[src/rtl/shift_pkg.sv]
// Shared types and defaults for the iterative shifter.
package shift_pkg;
  localparam int DEFAULT_WIDTH = 32;
  localparam int DEFAULT_STEP  = 8;

  typedef enum logic [1:0] {
    SHIFT_LSL = 2'b00,
    SHIFT_LSR = 2'b01,
    SHIFT_ASR = 2'b10,
    SHIFT_ROR = 2'b11
  } shift_type_t;

  typedef enum logic [1:0] {
    IDLE = 2'b00,
    BUSY = 2'b01,
    DONE = 2'b10
  } shifter_state_t;
endpackage

[src/rtl/shift_step.sv]
// One bounded shift/rotate step (distance 0..STEP) with ARM-style carry-out.
// The rotate path exists only when ITERATIVE_SHIFTER_ROR_EN is defined.
module shift_step
  import shift_pkg::*;
#(
  parameter int WIDTH = DEFAULT_WIDTH,
  parameter int STEP  = DEFAULT_STEP,
  localparam int DW   = $clog2(STEP) + 1
) (
  input  logic [WIDTH-1:0] i_data,
  input  logic [DW-1:0]    i_dist,
  input  logic [1:0]       i_type,
  input  logic             i_sign,
  output logic [WIDTH-1:0] o_data,
  output logic             o_carry
);
  logic [DW-1:0]    w_dm1;
  logic [WIDTH-1:0] w_lpre, w_rpre, w_fill;

  // Shifting by one less than the distance puts the last bit out at the edge.
  assign w_dm1  = i_dist - DW'(1);
  assign w_lpre = i_data << w_dm1;
  assign w_rpre = i_data >> w_dm1;
  assign w_fill = i_sign ? ~({WIDTH{1'b1}} >> i_dist) : '0;

`ifdef ITERATIVE_SHIFTER_ROR_EN
  localparam int AW = $clog2(WIDTH) + 1;
  logic [AW-1:0]    w_ldist;
  logic [WIDTH-1:0] w_rot;
  assign w_ldist = AW'(WIDTH) - AW'(i_dist);
  assign w_rot   = (i_data >> i_dist) | (i_data << w_ldist);
`endif

  always_comb begin
    o_data  = i_data;
    o_carry = 1'b0;
    case (shift_type_t'(i_type))
      SHIFT_LSL: begin o_data = i_data << i_dist;          o_carry = w_lpre[WIDTH-1]; end
      SHIFT_LSR: begin o_data = i_data >> i_dist;          o_carry = w_rpre[0];       end
      SHIFT_ASR: begin o_data = (i_data >> i_dist) | w_fill; o_carry = w_rpre[0];     end
`ifdef ITERATIVE_SHIFTER_ROR_EN
      SHIFT_ROR: begin o_data = w_rot;                     o_carry = w_rot[WIDTH-1];  end
`endif
      default: ;
    endcase
  end
endmodule

[src/rtl/iterative_shifter.sv]
// Multi-cycle shifter: up to STEP bits per clock behind valid/ready handshakes.
// Define ITERATIVE_SHIFTER_ROR_EN to enable ROR; otherwise type 11 passes through.
module iterative_shifter
  import shift_pkg::*;
#(
  parameter int WIDTH  = DEFAULT_WIDTH,
  parameter int STEP   = DEFAULT_STEP,
  localparam int AMT_W = $clog2(WIDTH)
) (
  input  logic             clk,
  input  logic             rst_n,
  input  logic             flush,
  input  logic             in_valid,
  output logic             in_ready,
  input  logic [WIDTH-1:0] in_data,
  input  logic [AMT_W-1:0] in_amount,
  input  logic [1:0]       in_type,
  input  logic             in_carry,
  output logic             out_valid,
  input  logic             out_ready,
  output logic [WIDTH-1:0] out_data,
  output logic             out_carry
);
  localparam int DW = $clog2(STEP) + 1;
  localparam logic [AMT_W-1:0] STEP_A = AMT_W'(STEP);

  shifter_state_t   r_state, w_next;
  logic [WIDTH-1:0] r_work, r_out_data, w_sh_data;
  logic [AMT_W-1:0] r_rem, w_rem_nxt;
  logic [1:0]       r_type;
  logic             r_sign, r_out_carry, w_sh_carry;
  logic             w_accept, w_bypass;
  logic [DW-1:0]    w_step;

  assign w_accept  = in_valid & in_ready & ~flush;
  assign w_step    = (r_rem > STEP_A) ? DW'(STEP) : DW'(r_rem);
  assign w_rem_nxt = r_rem - AMT_W'(w_step);

`ifdef ITERATIVE_SHIFTER_ROR_EN
  assign w_bypass = (in_amount == '0);
`else
  assign w_bypass = (in_amount == '0) || (in_type == SHIFT_ROR);
`endif

  shift_step #(.WIDTH(WIDTH), .STEP(STEP)) u_step (
    .i_data  (r_work),
    .i_dist  (w_step),
    .i_type  (r_type),
    .i_sign  (r_sign),
    .o_data  (w_sh_data),
    .o_carry (w_sh_carry)
  );

  always_ff @(posedge clk or negedge rst_n) begin
    if (!rst_n) r_state <= IDLE;
    else        r_state <= w_next;
  end

  always_comb begin
    w_next = r_state;
    case (r_state)
      IDLE:    if (in_valid) w_next = w_bypass ? DONE : BUSY;
      BUSY:    if (w_rem_nxt == '0) w_next = DONE;
      DONE:    if (out_ready) w_next = IDLE;
      default: w_next = IDLE;
    endcase
    if (flush) w_next = IDLE;
  end

  always_comb begin
    in_ready  = (r_state == IDLE);
    out_valid = (r_state == DONE);
  end

  // Result registers load only on entry to DONE, so a flush leaves the last result visible.
  always_ff @(posedge clk or negedge rst_n) begin
    if (!rst_n) begin
      r_work      <= '0;
      r_rem       <= '0;
      r_type      <= '0;
      r_sign      <= 1'b0;
      r_out_data  <= '0;
      r_out_carry <= 1'b0;
    end else if (!flush) begin
      if (w_accept) begin
        r_work <= in_data;
        r_rem  <= in_amount;
        r_type <= in_type;
        r_sign <= in_data[WIDTH-1];
        if (w_bypass) begin
          r_out_data  <= in_data;
          r_out_carry <= in_carry;
        end
      end else if (r_state == BUSY) begin
        r_work <= w_sh_data;
        r_rem  <= w_rem_nxt;
        if (w_rem_nxt == '0) begin
          r_out_data  <= w_sh_data;
          r_out_carry <= w_sh_carry;
        end
      end
    end
  end

  assign out_data  = r_out_data;
  assign out_carry = r_out_carry;
endmodule

[config.mk]
export PLATFORM = sky130hd
export DESIGN_NAME = iterative_shifter
export DESIGN_NICKNAME = d
export VERILOG_FILES = /design/src/rtl/shift_pkg.sv /design/src/rtl/shift_step.sv /design/src/rtl/iterative_shifter.sv
export SDC_FILE = /design/constraint.sdc
export NUM_CORES = 1
export LEC_CHECK = 0
export ABC_AREA = 0
export BUFFER_PORTS_ARGS = -buffer_cell sky130_fd_sc_hd__buf_4
export CORE_MARGIN = 2
export CORE_UTILIZATION = 35
export CTS_CLUSTER_DIAMETER = 150
export CTS_CLUSTER_SIZE = 8
export DETAILED_ROUTE_END_ITERATION = 8
export MAX_ROUTING_LAYER = met4
export PLACE_DENSITY = 0.63
export REMOVE_ABC_BUFFERS = 1
export SETUP_SLACK_MARGIN = 0.3
export SYNTH_ARGS = -nofsm -noshare
export SYNTH_HDL_FRONTEND = slang
export SYNTH_HIERARCHICAL = 1
export SYNTH_SLANG_ARGS = --single-unit
[constraint.sdc]
create_clock -name clk -period 5.92 [get_ports clk]
set_input_delay 0.296 -clock clk [delete_from_list [all_inputs] [get_ports clk]]
set_output_delay 0.296 -clock clk [all_outputs]
set_load 0.05 [all_outputs]
Word-level counts from Yosys, hierarchy flattened
Cells that the tools add are included.

cells by class
  add/sub/neg operators = 2
  order comparisons = 1
  equal/unequal tests = 9
  shifts and indexed selects = 5
  multiplexer cells = 22
  bitwise operators = 5
  reductions and logical operators = 12

operators by type and width
  cell                                                                    number
  32-bit 2-to-1 mux                                                       7
  32-bit case mux with 3 select lines                                     1
  32-bit by 4-bit << shifter with 32-bit output                           2
  32-bit NOT                                                              1
  32-bit OR                                                               1
  32-bit by 4-bit >> shifter with 1-bit output                            1
  32-bit by 4-bit >> shifter with 32-bit output                           1
  32-bit by 4-bit >> shifter with 32-bit output (first input constant)    1
  5-bit zero test                                                         2
  2-bit 2-to-1 mux                                                        5
  5-bit 2-to-1 mux                                                        2
  2-bit equality test (second input constant)                             3
  3-bit inequality test (second input constant)                           2
  2-bit case mux with 3 select lines                                      1
  5-bit by 4-bit > comparator with 1-bit output (second input constant)   1
  5-bit by 4-bit subtractor with 5-bit output                             1
  2-bit by 1-bit equality test with 1-bit output (second input constant)  2
  2-bit zero test                                                         2
  1-bit 2-to-1 mux                                                        4
  4-bit 2-to-1 mux                                                        1
  2-bit AND reduction                                                     2
  4-bit AND reduction                                                     1
  2-bit nonzero test                                                      2
  4-bit by 1-bit subtractor with 4-bit output (second input constant)     1
  8 further kinds                                                         9

word-level totals
  register bits after elaboration = 75
  input bits = 45
  output and inout bits = 35

Depth between registers and ports, before layout
Gate-level depths: netlist of the first run.

  word-level depth = 10
  depth in mapped cells = 14
  depth with buffers taken out = 12

Modules after synthesis
The synthesis of the first run kept the hierarchy.

modules (own cells, without submodules)
  module             times used  cells each  area an instance (um^2)  sequential area each (um^2)
  shift_step         1           428         3,733.6                  0.0
  iterative_shifter  1           299         3,424.5                  1,876.8

Worst setup path before layout of the first run
No wires, ideal clock.

  path type = register to register
  start point = register r_rem[3]
  end point = register r_out_carry (netlist: out_carry)
  setup time = 0.125 ns
  arrival time = 3.771 ns
  data required time = 5.795 ns
  setup slack = 2.025 ns
  cell stages (with the launch flop) = 13
  path buffers = 3
  path through = dfrtp_1 > nor2_1 > and2_1 > buf_2 > buf_2 > inv_1 > ha_1 > buf_1 > mux4_2 > mux4_1 > a32o_1 > mux2_2 > mux2_2

on the way
  longest elaborated chain between the ends = 8
  elaborated cells between the ends (all ways) = 13
  classes of those cells = add/sub (2); order compare (1); shift (2); mux (5); reduce/logical (3)

RTL lines
  what                                                                                                                  RTL line                            text
  start: declaration                                                                                                    iterative_shifter.sv:29             logic [AMT_W-1:0] r_rem, w_rem_nxt;
  start signal: assignment                                                                                              iterative_shifter.sv:87             r_rem <= in_amount;
  start signal: assignment                                                                                              iterative_shifter.sv:96             r_rem <= w_rem_nxt;
  5-bit by 4-bit > comparator with 1-bit output (*)                                                                     iterative_shifter.sv:36             assign w_step = (r_rem > STEP_A) ? DW'(STEP) : DW'(r_rem);
  4-bit 2-to-1 mux (*)                                                                                                  iterative_shifter.sv:36
  via w_step[1]                                                                                                         iterative_shifter.sv:33             logic [DW-1:0] w_step;
  4-bit by 1-bit subtractor with 4-bit output (*)                                                                       shift_step.sv:21                    assign w_dm1 = i_dist - DW'(1);
  32-bit by 4-bit >> shifter with 1-bit output / 32-bit by 4-bit << shifter with 32-bit output (equally long branches)  shift_step.sv:23, shift_step.sv:22
  1-bit case mux with 2 select lines (*)                                                                                shift_step.sv:37                    case (shift_type_t'(i_type))
  via w_sh_carry                                                                                                        iterative_shifter.sv:31             logic r_sign, r_out_carry, w_sh_carry;
  1-bit 2-to-1 mux (*)                                                                                                  iterative_shifter.sv:97             if (w_rem_nxt == '0) begin
  1-bit 2-to-1 mux (*)                                                                                                  iterative_shifter.sv:94             end else if (r_state == BUSY) begin
  1-bit 2-to-1 mux (*)                                                                                                  iterative_shifter.sv:85             if (w_accept) begin
  end signal: assignment                                                                                                iterative_shifter.sv:92             r_out_carry <= in_carry;
  end signal: assignment                                                                                                iterative_shifter.sv:99             r_out_carry <= w_sh_carry;
  end: declaration                                                                                                      iterative_shifter.sv:31

The timed path passes the listed nets; every way through them passes the cells marked *. The select of a mux whose other input is x is not followed.
A chain may end at the register's enable or synchronous reset.

Final worst setup path of the first run
  start point = register r_rem[3]
  end point = register r_out_data[2] (netlist: out_data[2])

on the way
  longest elaborated chain between the ends = 10
  elaborated cells between the ends (all ways) = 16
  classes of those cells = add/sub (1); order compare (1); shift (3); mux (6); bitwise (2); reduce/logical (3)

RTL lines
  what                                               RTL line                 text
  5-bit by 4-bit > comparator with 1-bit output (*)  iterative_shifter.sv:36
  4-bit 2-to-1 mux (*)                               iterative_shifter.sv:36
  via w_step[0]                                      iterative_shifter.sv:33
  32-bit by 4-bit >> shifter with 32-bit output      shift_step.sv:24         assign w_fill = i_sign ? ~({WIDTH{1'b1}} >> i_dist) : '0;
  32-bit NOT                                         shift_step.sv:24
  32-bit 2-to-1 mux                                  shift_step.sv:24
  32-bit OR                                          shift_step.sv:40         SHIFT_ASR: begin o_data = (i_data >> i_dist) | w_fill; o_carry = w_rpre[0]; end
  32-bit case mux with 3 select lines (*)            shift_step.sv:37
  via w_sh_data[2]                                   iterative_shifter.sv:28  logic [WIDTH-1:0] r_work, r_out_data, w_sh_data;
  32-bit 2-to-1 mux (*)                              iterative_shifter.sv:97
  32-bit 2-to-1 mux (*)                              iterative_shifter.sv:94
  32-bit 2-to-1 mux (*)                              iterative_shifter.sv:85
  end signal: assignment                             iterative_shifter.sv:91  r_out_data <= in_data;
  end signal: assignment                             iterative_shifter.sv:98  r_out_data <= w_sh_data;
  end: declaration                                   iterative_shifter.sv:28

Marked as above.

==> results, run 1 <==
- For this configuration, the core starts out at a cell density of 0.355.
- The register clock-pin slew on the reported worst setup and hold paths is approximately 60 ps.
- CTS saw 75 sinks.
- The met2 usage in global routing is 0.329.
- On the worst path, the slowest cell contributes a delay of 670 ps.
- After synthesis, the netlist uses 63 different library cells.
- Setup repair after global routing left no endpoint under its margin.
- The slowest cell on the critical path is mux4_1.
- Compared with the post-synthesis result, the final layout area differs by 14.1%.
- In this run, synthesis produced a sequential element count of 75.
- The number of detailed-route iterations in the first pass is 5.
- STA classifies the critical path startpoint as a register.
- The share of the clock period used by the worst path after layout is 0.648.
- The number of global-route vias before repair is around 6.2k.
- After synthesis, the share of flip-flops with an asynchronous set or reset is 1.00.
- The path class of the tightest hold or removal check is input port to asynchronous set/reset pin.
- The post-detailed-route DRC marker count is 0.
- The fmax is approximately 260 MHz.
- The H-tree depth is 3.
- The repair_antennas step left the layout with diodes totalling 0.
- The post-layout utilization of the core is 0.405.
- met2 is the most crowded layer.
- Dividing the detail-routed wire length by the instance count gives 22.5 um.
- The vertical extent of the die is between 100 and 150 um.
- The number of DRC markers in iteration 0 is about 800.
- The total routing resource utilization after global routing is 0.225.
- The aggregate negative setup slack is 0 ps.
- A synthesized cell averages slightly below 10 um2.
- The instance count of the mapped netlist is roughly 730.
- The mapped netlist covers a little over 0.007 mm2.
- The number of maximum-capacitance constraint violations is 0.
- The worst setup path is of the register to register kind.
- Walking the worst path, the cells encountered are nor2_1 -> and2_4 -> buf_4 -> mux4_1 -> mux2_2 -> nand2_1 -> o21ai_0 -> a221o_1 -> mux2_2 -> mux2_2.
- The post-CTS resize count is 0.
- The aggregate routed wire length is 23,400 um.
- Entering global routing, the biggest net connects 76 pins.
- The clock passes through at most 2 buffers.
- At the pin with the least slew margin, the transition time is between 1000 and 1500 ps.
- After floorplanning, the core was divided into 52 placement rows.
- In this run, post-CTS hold repair placed 0 buffers.
- The capturing element type of the critical path is a register.
- The half-perimeter wire length of the detailed placement result is around 16,000 um.
- In the final layout, the share of cells above drive strength 1 is 0.272.
- The final antenna-violating net count is 0.
- The top fanout value on the critical path is 35.
- The number of clock buffers added by TritonCTS is 9.
- The final layout contains slightly above 800 nets.
- For this design the static power due to leakage is 3.40 nW.
- The Yosys warning count is 6.
- The required time at the endpoint of the critical path is around 6200 ps.
- Among all flip-flop cells after synthesis, the most frequent one is dfrtp_1.
- The region available for standard cell placement spans 0.0202 mm2.
- The number of buffer cells added on primary ports is slightly below 80.
- The met3 usage is 0.0457.
- 80 I/O pins were placed.
- The die is approximately 150 um wide.
- TritonCTS built the clock tree.
- The run finished with clean final reports.
- The total overflow reported by the global router is 0.
- The first global-routing pass estimated about 37,000 um of wire.
- The tightest slew margin relative to the limit is 0.0934.
- The worst hold-check slack is ~87 ps.
- The clock period minus final worst setup slack is 3840 ps.
- The sequential cell area fraction in the yosys report is 0.262.
- VDD sags by at most around 0.00030 V.
- The power per cell area is between 600 and 700 mW/mm2.
- In this run the clock root is driven by a clkbuf_16.
- The count of final setup violators is 0.
- The number of hold violations in the final report is 0.
- Routability-driven placement finished with a final weighted congestion of between 0.9 and 1.
- The number of setup buffers added after CTS is 0.
- For this block, the via count after detailed routing is ~6.4k.
- The number of flops mapped to enable cells by yosys is 0.
- Data arrives at the worst endpoint at 4080 ps.
- The initial antenna violation count is 0.
- The max-slew violation count is 0.
- The global-route track usage on met1 is 0.308.
- The later pin in the worst-skew pair is clocked with a latency of around 350 ps.
- The floorplan step defined a die boundary enclosing 0.0216 mm2.
- The worst-case clock skew is 9.66 ps.
- In the routed layout, each cell is associated on average with a via count of between 6 and 7.
- The critical path's most frequent cell is mux2_2.
-- cells in the mapped netlist (3+ instances only) --
cell,count,area [um2]
o21ai_0,45,225
mux4_1,8,210
and2_1,4,25.0
clkbuf_1,31,116
o22a_1,3,26.3
a22o_1,3,26.3
nor2_1,85,319
a221oi_1,4,35.0
buf_1,5,18.8
ha_1,9,113
inv_1,41,154
a222oi_1,6,60.1
buf_6,9,101
o31ai_1,4,30.0
a221o_1,3,30.0
o211ai_1,10,75.1
a211oi_1,3,22.5
mux2_2,26,293
a22oi_1,14,105
nand2_1,94,353
dfrtp_1,75,1880
buf_2,7,35.0
a32oi_1,3,26.3
o32ai_1,4,35.0
nor3_1,16,80.1
a21oi_1,24,120
mux4_2,65,1460
nand3_1,5,25.0
mux2i_1,65,651
mux2_4,6,90.1
buf_4,4,30.0
nor2b_1,5,31.3
-- final timing paths --
path	startpoint	endpoint	slack (ps)	cells past startpoint
worst max-delay path	r_rem[3]$_DFFE_PN0P_	out_data[2]$_DFFE_PN0P_	2080	10
worst min-delay path	rst_n	out_data[20]$_DFFE_PN0P_	90	1
worst max register to register	r_rem[3]$_DFFE_PN0P_	out_data[2]$_DFFE_PN0P_	2080	10
worst min register to register	out_data[1]$_DFFE_PN0P_	out_data[1]$_DFFE_PN0P_	510	1
max in group asynchronous	rst_n	r_work[31]$_DFFE_PN0P_	5130	1
min in group clk	in_amount[1]	r_rem[1]$_DFFE_PN0P_	160	3
-- cell usage in the layout, fill, tap and decap left out, types with 4 or more instances in the layout --
| cell | n |
|---|---|
| a221oi_1 | 4 |
| mux2_4 | 6 |
| nor2b_1 | 5 |
| o21ai_0 | 44 |
| o31ai_1 | 4 |
| nand3_1 | 5 |
| nand2_1 | 94 |
| mux4_1 | 8 |
| o211ai_1 | 10 |
| ha_1 | 8 |
| buf_4 | 90 |
| a222oi_1 | 6 |
| a21oi_1 | 24 |
| mux4_2 | 65 |
| a22oi_1 | 14 |
| clkbuf_16 | 9 |
| o32ai_1 | 4 |
| inv_1 | 41 |
| mux2i_1 | 65 |
| mux2_2 | 26 |
| dfrtp_1 | 75 |
| nor3_1 | 16 |
| nor2_1 | 85 |
-- routing by layer --
layer | up-vias | share of wire | wire [um]
met1 | 3100 | 0.43 | 10000
met3 | 64 | 0.093 | 2190
li1 | 2821 | - | -
met5 | - | 0 | 0
met2 | 368 | 0.44 | 10400
met4 | 0 | 0.037 | 860
-- cells by family (layout without fill, tap and decap cells) --
logic type / Yosys count / in the layout / share of synthesized area
simple gates: 221 / 221 / 0.131
mux: 170 / 170 / 0.378
compound gates: 150 / 150 / 0.142
buf+inv: 100 / 146 / 0.0697
flops: 75 / 75 / 0.262
fa+ha+maj: 9 / 9 / 0.0157
other cells: 1 / 1 / 0.000524
xor+xnor: 1 / 1 / 0.00122
-- sequential cells by signal, summed over array words and instances, names as in the netlist --
| register | count |
|---|---|
| out_carry | 1 |
| r_sign | 1 |
| r_rem | 5 |
| r_work | 32 |
| r_type | 2 |
| r_state | 2 |
| out_data | 32 |
-- where the power goes --
group	switching [W]	internal (W)	total, W
Combinational	0.00201	0.00137	0.00338
Sequential	0.000419	0.000733	0.00115
Clock	0.000218	0.000388	0.000606
Total	0.00265	0.00250	0.00514
-- worst max-delay path: cells and delay by family, from the launching register on --
family / cells / cell delay (ps)
mux: 4 / 1520
buf+inv: 1 / 570
compound gates: 2 / 430
simple gates: 3 / 740
flops: 1 / 440
-- area by class of cell --
cell class	instances	area (um2)
clock buffers	12	256
flip-flops and latches	75	1880
fillers	2041	12000
multi-input cells	552	4800
inverters	42	158
repair buffers	90	676
well taps	270	338
clock inverters	2	60.1
-- stage by stage --
stage                     std cells  area, um2  power [W]  setup slack, ps
after CTS                      1043       8170    0.00508             2060
after global routing           1043       8170    0.00543             1720
final                          1043       8170    0.00514             2080
after floorplan                 669       6820    0.00343             -240
after global placement         1029       7850    0.00444             2130
after detailed placement       1029       7850    0.00445             2060
Power figures use the tool's default switching activity.
==> inputs of run 2 (changes only) <==
- PLACE_DENSITY: 0.63 -> 0.65
- clock period: 5.92 -> 3.3 ns (I/O delays scaled with it)
==> run 2 against run 1 <==
  * Combinational power increased by 100%
  * The run now ends with negative hold slack left
  * First-iteration DRC count down 4.4%
  * Count of clock-buffer cells in the layout grew 1
  * Design area rose by 6.6%
  * Non-clock buffer count up 49
  * Via count up 4.3%
  * Clock power increased by 50%
  * Highest routed layer unchanged
  * Total power rose by 91%
  * Critical path depth fell by 1
  * Wire length up 6.5%
  * Critical endpoint is now out_carry$_DFFE_PN0P_
  * Final cell count grew 4.9%
  * Register-to-register slack got worse by 1700 ps
==> results, run 2 (same netlist as run 1, synthesis figures left out) <==
- The number of fill cells in the layout is between 2k and 2.5k.
- The core box area is roughly 0.020 mm2.
- The first global-routing pass estimated 38,600 um of wire.
- The data arrival at the endpoint of the critical path is ~3200 ps.
- The number of maximum-capacitance constraint violations is 0.
- Routability-driven placement finished with a final weighted congestion of 1.03.
- VDD sags by at most roughly 0.00043 V.
- The via total after detailed routing is between 6k and 7k.
- The slowest cell on the critical path is mux4_2.
- Setup repair after global routing could not meet its margin everywhere.
- The final reports fail on negative hold slack.
- The final layout contains approximately 870 nets.
- The post-place setup slack is approximately 110 ps.
- The highest cell delay on the worst timing path is roughly 500 ps.
- The largest net degree at the start of global routing is between 70 and 80.
- The worst min-delay path class is input port to asynchronous set/reset pin.
- Across every metal layer, demand over resource in global routing totals 0.239.
- The number of buffers created by CTS is 9.
- The max-slew violation count came to 0.
- The number of buffer cells added on primary ports is 79.
- Across the whole layout, storage elements account for approximately 0.0019 mm2.
- For the worst-skew pair, the clock arrives at the later sink with an insertion delay of around 350 ps.
- After detailed routing, the total wire length is 25,000 um.
- The half-perimeter wire length of the detailed placement result is 16,800 um.
- The power per cell area is around 1100 mW/mm2.
- After detailed routing, the average wire length per cell comes to approximately 23 um.
- Clock-pin slew was measured on the worst setup and hold paths at 60 ps.
- The die is ~150 um wide.
- Of all nets on the critical path, the largest fanout is 4.
- Across the routed clock network, the largest skew measured is 8.26 ps.
- The flow ran to the end, but the final reports show violations.
- The worst setup path category is register to register.
- The average via count per standard cell is 6.06.
- TritonCTS built the clock tree.
- The analysis attributes to cell leakage a power of around 3.7 nW.
- The clock passes through at most 2 buffers.
- The H-tree depth is 3.
- The tree built by TritonCTS fans out to 75 sinks.
- The area growth from synthesis to layout is 21.7%.
- The floorplan step defined a die boundary enclosing about 0.022 mm2.
- The library cell used most frequently in the layout, excluding fill and tap cells, is buf_4.
- The initial antenna violation count came to 0.
- For this configuration, the core starts out at a cell density of 0.355.
- In the final layout, the share of cells above drive strength 1 is 0.331.
- Once layout is complete, the utilization of the core stands at 0.432.
- The number of hold buffers added after CTS was 0.
- Once routing completed, OpenROAD measured the worst setup slack at approximately 340 ps.
- From bottom edge to top edge, the die measures around 150 um.
- The startpoint class of the critical path is a register.
- The critical path buffer and inverter count is 1.
- The share of the clock period used by the worst path after layout is 0.898.
- The number of global-route vias before repair was 6,252.
- The worst flop-to-flop path startpoint is r_rem[4]$_DFFE_PN0P_.
- The worst hold-check slack is -68.4 ps.
- The number of hold violations in the final report is 30.
- 0 antenna diodes ended up in the layout.
- The number of placed instances with taps included is 1,066.
- The final antenna-violating net count is 0.
- The number of top-level pins is 80.
- STA classifies the critical path endpoint as a register.
- In the routed design, unresolved DRC markers number 0.
- The top cell types in the final layout, fill and taps aside, are 129 x buf_4, 93 x nand2_1, 84 x nor2_1.
- Setup violations remaining at the end of the flow were counted as 0.
- Before antenna repair, the detailed router went through 8 iterations.
- CTS placed an instance of clkbuf_16 at the clock tree root.
- The fmax is approximately 340 MHz.
- The slew at the pin closest to its max-slew limit is between 1000 and 1500 ps.
- Leaving out filler cells and counting taps, the final layout contains between 1k and 1.5k.
- The number of DRC markers in iteration 0 is 786.
- The worst pin sits at a relative slew slack of 0.324.
- Global routing finished with a remaining overflow of 0.
- Data on the critical path is required at its endpoint by 3540 ps.
- After floorplanning, the core was divided into between 50 and 60 placement rows.
- The area of the multi-input gates is a little under 0.005 mm2.
- Traced cell by cell, the critical path runs through nor2_4 -> and2_4 -> inv_1 -> ha_4 -> mux4_2 -> mux4_2 -> a32o_1 -> mux2_2 -> mux2_2.
- The critical path starts at r_rem[4]$_DFFE_PN0P_.
- Setup total negative slack on the finished layout was measured at 0 ps.
- The kind of cell with the highest combined delay along the critical path is multiplexers.
- The clock period minus final worst setup slack is a little under 3000 ps.
-- run 2: changes by cell type in the layout (fill, tap and decap cells not counted), sizes merged --
cell,delta
buf,+46
bufbuf,+3
bufinv,-2
clkbuf,+1
clkinv,+3
-- run 2: power breakdown --
group / switching (W) / leakage [nW] / total, W / internal (W)
Combinational: 0.00385 / 2.57 / 0.00686 / 0.00301
Sequential: 0.000743 / 0.961 / 0.00206 / 0.00131
Clock: 0.000400 / 0.127 / 0.000906 / 0.000506
-- run 2: worst paths after layout --
check | end | slack, ps | cells past startpoint
worst min register to register | out_data[0]$_DFFE_PN0P_ | 510 | 1
min in group clk | r_rem[1]$_DFFE_PN0P_ | 20 | 3
worst max register to register | out_carry$_DFFE_PN0P_ | 340 | 9
worst min-delay path | out_data[21]$_DFFE_PN0P_ | -70 | 1
max in group asynchronous | out_data[28]$_DFFE_PN0P_ | 2650 | 1
worst max-delay path | out_carry$_DFFE_PN0P_ | 340 | 9
-- run 2: per-stage QoR --
stage,power [W],area (um2)
6_report,0.00982,8710
5_1_grt,0.0103,8710
4_1_cts,0.00959,8640
3_3_place_gp,0.00843,8200
2_1_floorplan,0.00615,6820
3_5_place_dp,0.00844,8200
-- run 2: repair_timing --
action | 4_1_cts | 5_1_grt
pin swaps | 0 | 7
setup buffers | 4 | 5
cloned | 3 | 0
setup endpoints to repair | 29 | 41
gates resized for setup | 12 | 19
-- run 2: cell type report --
type	instances	area share
multi-input cells	552	0.559
flip-flops and latches	75	0.215
repair buffers	139	0.139
well taps	270	0.0388
clock buffers	13	0.0276
inverters	42	0.0181
clock inverters	3	0.00172
-- run 2: worst register-to-register path: cells and delay by family, from the launching register on --
family	cells	cell delay, ps
buf+inv	1	80
simple gates	2	310
flops	1	410
mux	4	1500
fa+ha+maj	1	290
compound gates	1	270
-- run 2: layer usage --
metal,global-route usage,vias up,share of wire
met5,-,-,0
met4,0.0702,0,0.030
met3,0.0472,66,0.097
met2,0.364,396,0.46
met1,0.327,3242,0.41
li1,-,2922,-
==> inputs of run 3 (changes only) <==
- CAP_MARGIN: default -> 20
- PLACE_DENSITY: 0.65 -> 0.63
- SYNTH_HIERARCHICAL: 1 -> default
- clock period: 3.3 -> 3.6 ns (I/O delays scaled with it)
==> run 3 against run 2 <==
  * Register-to-register slack better by 110 ps
  * Critical endpoint unchanged
  * Fmax fell by 6.1%
  * Via count is 27% higher
  * First-iteration DRC count grew 27%
  * The flow now finishes without violations
  * Area after synthesis increased by 3.6%
  * Sequential power about the same
  * Flip-flop and latch count unchanged
==> results, run 3 <==
- The static leakage is roughly 3.4 nW.
- The number of detailed-route iterations in the first pass is 7.
- The top fanout value on the critical path is 12.
- The final net count is between 1k and 1.5k.
- The per-instance average area after synthesis is between 7 and 8 um2.
- STA classifies the critical path endpoint as a register.
- The worst register-to-register path has a depth of 8.
- In this run the tightest slew margin relative to its limit is 0.332.
- The number of top-level pins is 80.
- Ranked by total cell area, the synthesized netlist is headed by dfrtp_1 25%, o21ai_0 6.2%, a21oi_1 5.8%, nand2_1 4.4%, clkbuf_1 3.5%.
- The tool flagged a number of max-cap violations equal to 0.
- The distinct cell type count of the synthesized netlist is 90.
- The share of the Yosys chip area taken by registers is 0.253.
- For this block, wires on met1 add up to 13,700 um.
- The H-tree depth is 3.
- The synthesized design contains 0 enable-type register cells.
- The aggregate routed wire length is roughly 32,000 um.
- Timing analysis after detailed placement gives a worst setup slack of 446 ps.
- The repair_antennas step left the layout with diodes totalling 0.
- The half-perimeter wire length of the detailed placement result is approximately 22,000 um.
- TritonCTS built the clock tree.
- The clock period could shrink to about 3200 ps.
- At the worst endpoint, the arrival time is 3380 ps.
- The initial antenna violation count was 0.
- The max-slew violation count is 0.
- Entering global routing, the biggest net connects 76 pins.
- Setup repair after global routing left no endpoint under its margin.
- After floorplanning, the core was divided into 53 placement rows.
- The portion of synthesized cell area occupied by the leading cell type is 0.253.
- The synthesized area is 0.00741 mm2.
- Counting along the longest clock path gives a buffer depth of 2.
- In this run the remaining antenna-violating nets after routing total 0.
- The leading cell type in the layout, fill and taps excluded is buf_4.
- The setup slack of the critical path after layout is ~440 ps.
- The count of buffers added on input and output ports is between 70 and 80.
- In the synthesized netlist the dominant register cell turns out to be dfrtp_1.
- The fmax is 317 MHz.
- The cell taking the most area after synthesis is dfrtp_1.
- Wire segments on met2 add up to approximately 14,000 um in the final route.
- The area overhead of the layout relative to synthesis is 15.6%.
- The width of the chip is 150 um.
- The post-detailed-route DRC marker count is 0.
- For this configuration, the core starts out at a cell density of 0.355.
- The vertical extent of the die is between 100 and 150 um.
- The startpoint class of the critical path is a register.
- The Yosys warning count is 0.
- Setup violations remaining at the end of the flow were counted as 0.
- For the final routed database, the setup TNS stands at 0 ps.
- The switching share of power is 0.567.
- For the worst setup path, the data required time is approximately 3800 ps.
- The most common cell in the synthesized netlist is o21ai_0.
- The worst min-delay path class is input port to register.
- For this block, the initial DRC count from the detailed router was roughly 1.0k.
- Leaving out fill and tap cells, the most frequent cells in the layout are 125 x buf_4, 92 x o21ai_0, 86 x nand2_1.
- The setup check on the worst reg-to-reg path leaves a slack of 440 ps.
- The combinational group share of total power is 0.683.
- The total internal power is a little over 0.004 W.
- The wire length on met3 is between 3000 and 4000 um.
- The flip-flop and latch count after synthesis is 75.
- Counting flops with an async set or reset pin after synthesis yields a share of 1.00.
- After clock tree synthesis, the clock-pin slew on the worst setup and hold paths is 60 ps.
- The number of hold violations in the final report came to 0.
- The net switching power figure is 0.00537 W.
- Ranked by instance count, the synthesized netlist is headed by 92 x o21ai_0, 86 x a21oi_1, 86 x nand2_1.
- The slew at the pin closest to its max-slew limit is approximately 1000 ps.
- The worst-case IR drop observed on VDD is 0.000483 V.
- The final route contains between 8k and 9k vias.
- The run finished with clean final reports.
- The fraction of power consumed by sequential logic is 0.214.
- The clock arrives with 7.52 ps of skew.
- The instance count of the mapped netlist is 980.
- The root cell of the clock tree is clkbuf_16.
- The average via count per standard cell is 6.56.
- The number of global-route vias before repair is a little under 8k.
- The first global-routing pass estimated slightly below 50,000 um of wire.
- The power per cell area is between 1000 and 1500 mW/mm2.
- The number of buffers created by CTS is 9.
- In the final layout, the share of cells above drive strength 1 is 0.196.
- The total number of clock tree sinks is 75.
- The clock network latency to the later pin of the worst-skew pair is about 360 ps.
- In this run the top signal layer used is met4.
- Once layout is complete, the utilization of the core stands at 0.410.
- The full die area is between 0.02 and 0.025 mm2.
- The total overflow reported by the global router is 0.
- The core box area is 0.0209 mm2.
- The worst setup path category is register to register.
- The share of the clock period used by the worst path after layout is 0.877.
- The routed wirelength normalized by instance count is roughly 25 um.
- The setup fix buffers added after clock tree synthesis is 0.
- The portion of total power attributed to the clock network is 0.103.
- The global placement routability congestion is just over 1.
- The total routing resource utilization after global routing is 0.297.
- The cell count of the worst hold path is 2.
- The worst hold-check slack is between 30 and 40 ps.
[run 3: cell types whose count changed in the layout (fill, tap and decap cells not counted), sizes merged, moves of 11 or more]
cell and delta:
mux2i -53, nor2 -15, a211oi +28, a31oi +19
a21oi +64, mux2 -13, mux4 -69, o21ai +52
nand2b +22, nand3 +12, inv -21, o21a +11
nor2b +12, o22ai +11
[run 3: cell families after synthesis]
group                    count (synthesis)  share of synthesized area
buffers and inverters                  140                     0.0835
flip-flops                              75                      0.253
multiplexers                            35                     0.0572
AND/OR/NAND/NOR                        301                      0.209
adder cells (fa/ha/maj)                  7                     0.0118
other                                    1                   0.000506
AO/OA/AOI/OAI                          421                      0.384
[run 3: routing by layer]
metal,global-route usage,vias to the layer above
met2,0.425,549
li1,-,3745
met5,-,-
met1,0.408,4010
met3,0.0668,112
met4,0.112,0
[run 3: worst paths after layout]
| kind | from | endpoint |
|---|---|---|
| max | r_rem[3]$_DFFE_PN0P_ | out_carry$_DFFE_PN0P_ |
| min | in_data[1] | r_work[1]$_DFFE_PN0P_ |
| max reg2reg | r_rem[3]$_DFFE_PN0P_ | out_carry$_DFFE_PN0P_ |
| min reg2reg | out_data[5]$_DFFE_PN0P_ | out_data[5]$_DFFE_PN0P_ |
| max in group asynchronous | rst_n | r_work[12]$_DFFE_PN0P_ |
| min in group asynchronous | rst_n | out_data[31]$_DFFE_PN0P_ |
[run 3: per-stage QoR]
stage                     cell area (um2)  std cells  power, W
after floorplan                      6880        862   0.00583
after global placement               8230       1264   0.00826
after detailed placement             8230       1264   0.00825
after CTS                            8540       1280   0.00924
after global routing                 8570       1282   0.00994
final                                8570       1282   0.00947
[run 3: repair_timing]
action,4_1_cts,5_1_grt
resized for setup,0,1
hold buffers,0,1
setup endpoints to repair,0,1
endpoints found under the hold margin,0,33
[run 3: area by class of cell]
cell class	instances	area, um2
timing repair buffer	129	1010
clock inverter	4	47.5
inverter	22	88.8
multi-input combinational	765	4940
tap	275	344
clock buffer	12	267
sequential	75	1880
fill	2160	12300
[run 3: critical path, cell delays in order, from the launching register on]
cell	delay [ps]
dfrtp_1	520
buf_4	230
or3b_1	640
ha_1	610
mux4_2	370
o221ai_1	200
a21oi_1	60
o21ai_0	280
a21oi_1	110
[run 3: power groups by stage]
stage                     clock, W  sequential (W)  combinational [W]
after global placement           0         0.00199            0.00627
final                     0.000973         0.00203            0.00647
after CTS                 0.000988         0.00197            0.00628
after detailed placement         0         0.00199            0.00626
after floorplan                  0         0.00245            0.00338
after global routing       0.00102         0.00207            0.00685
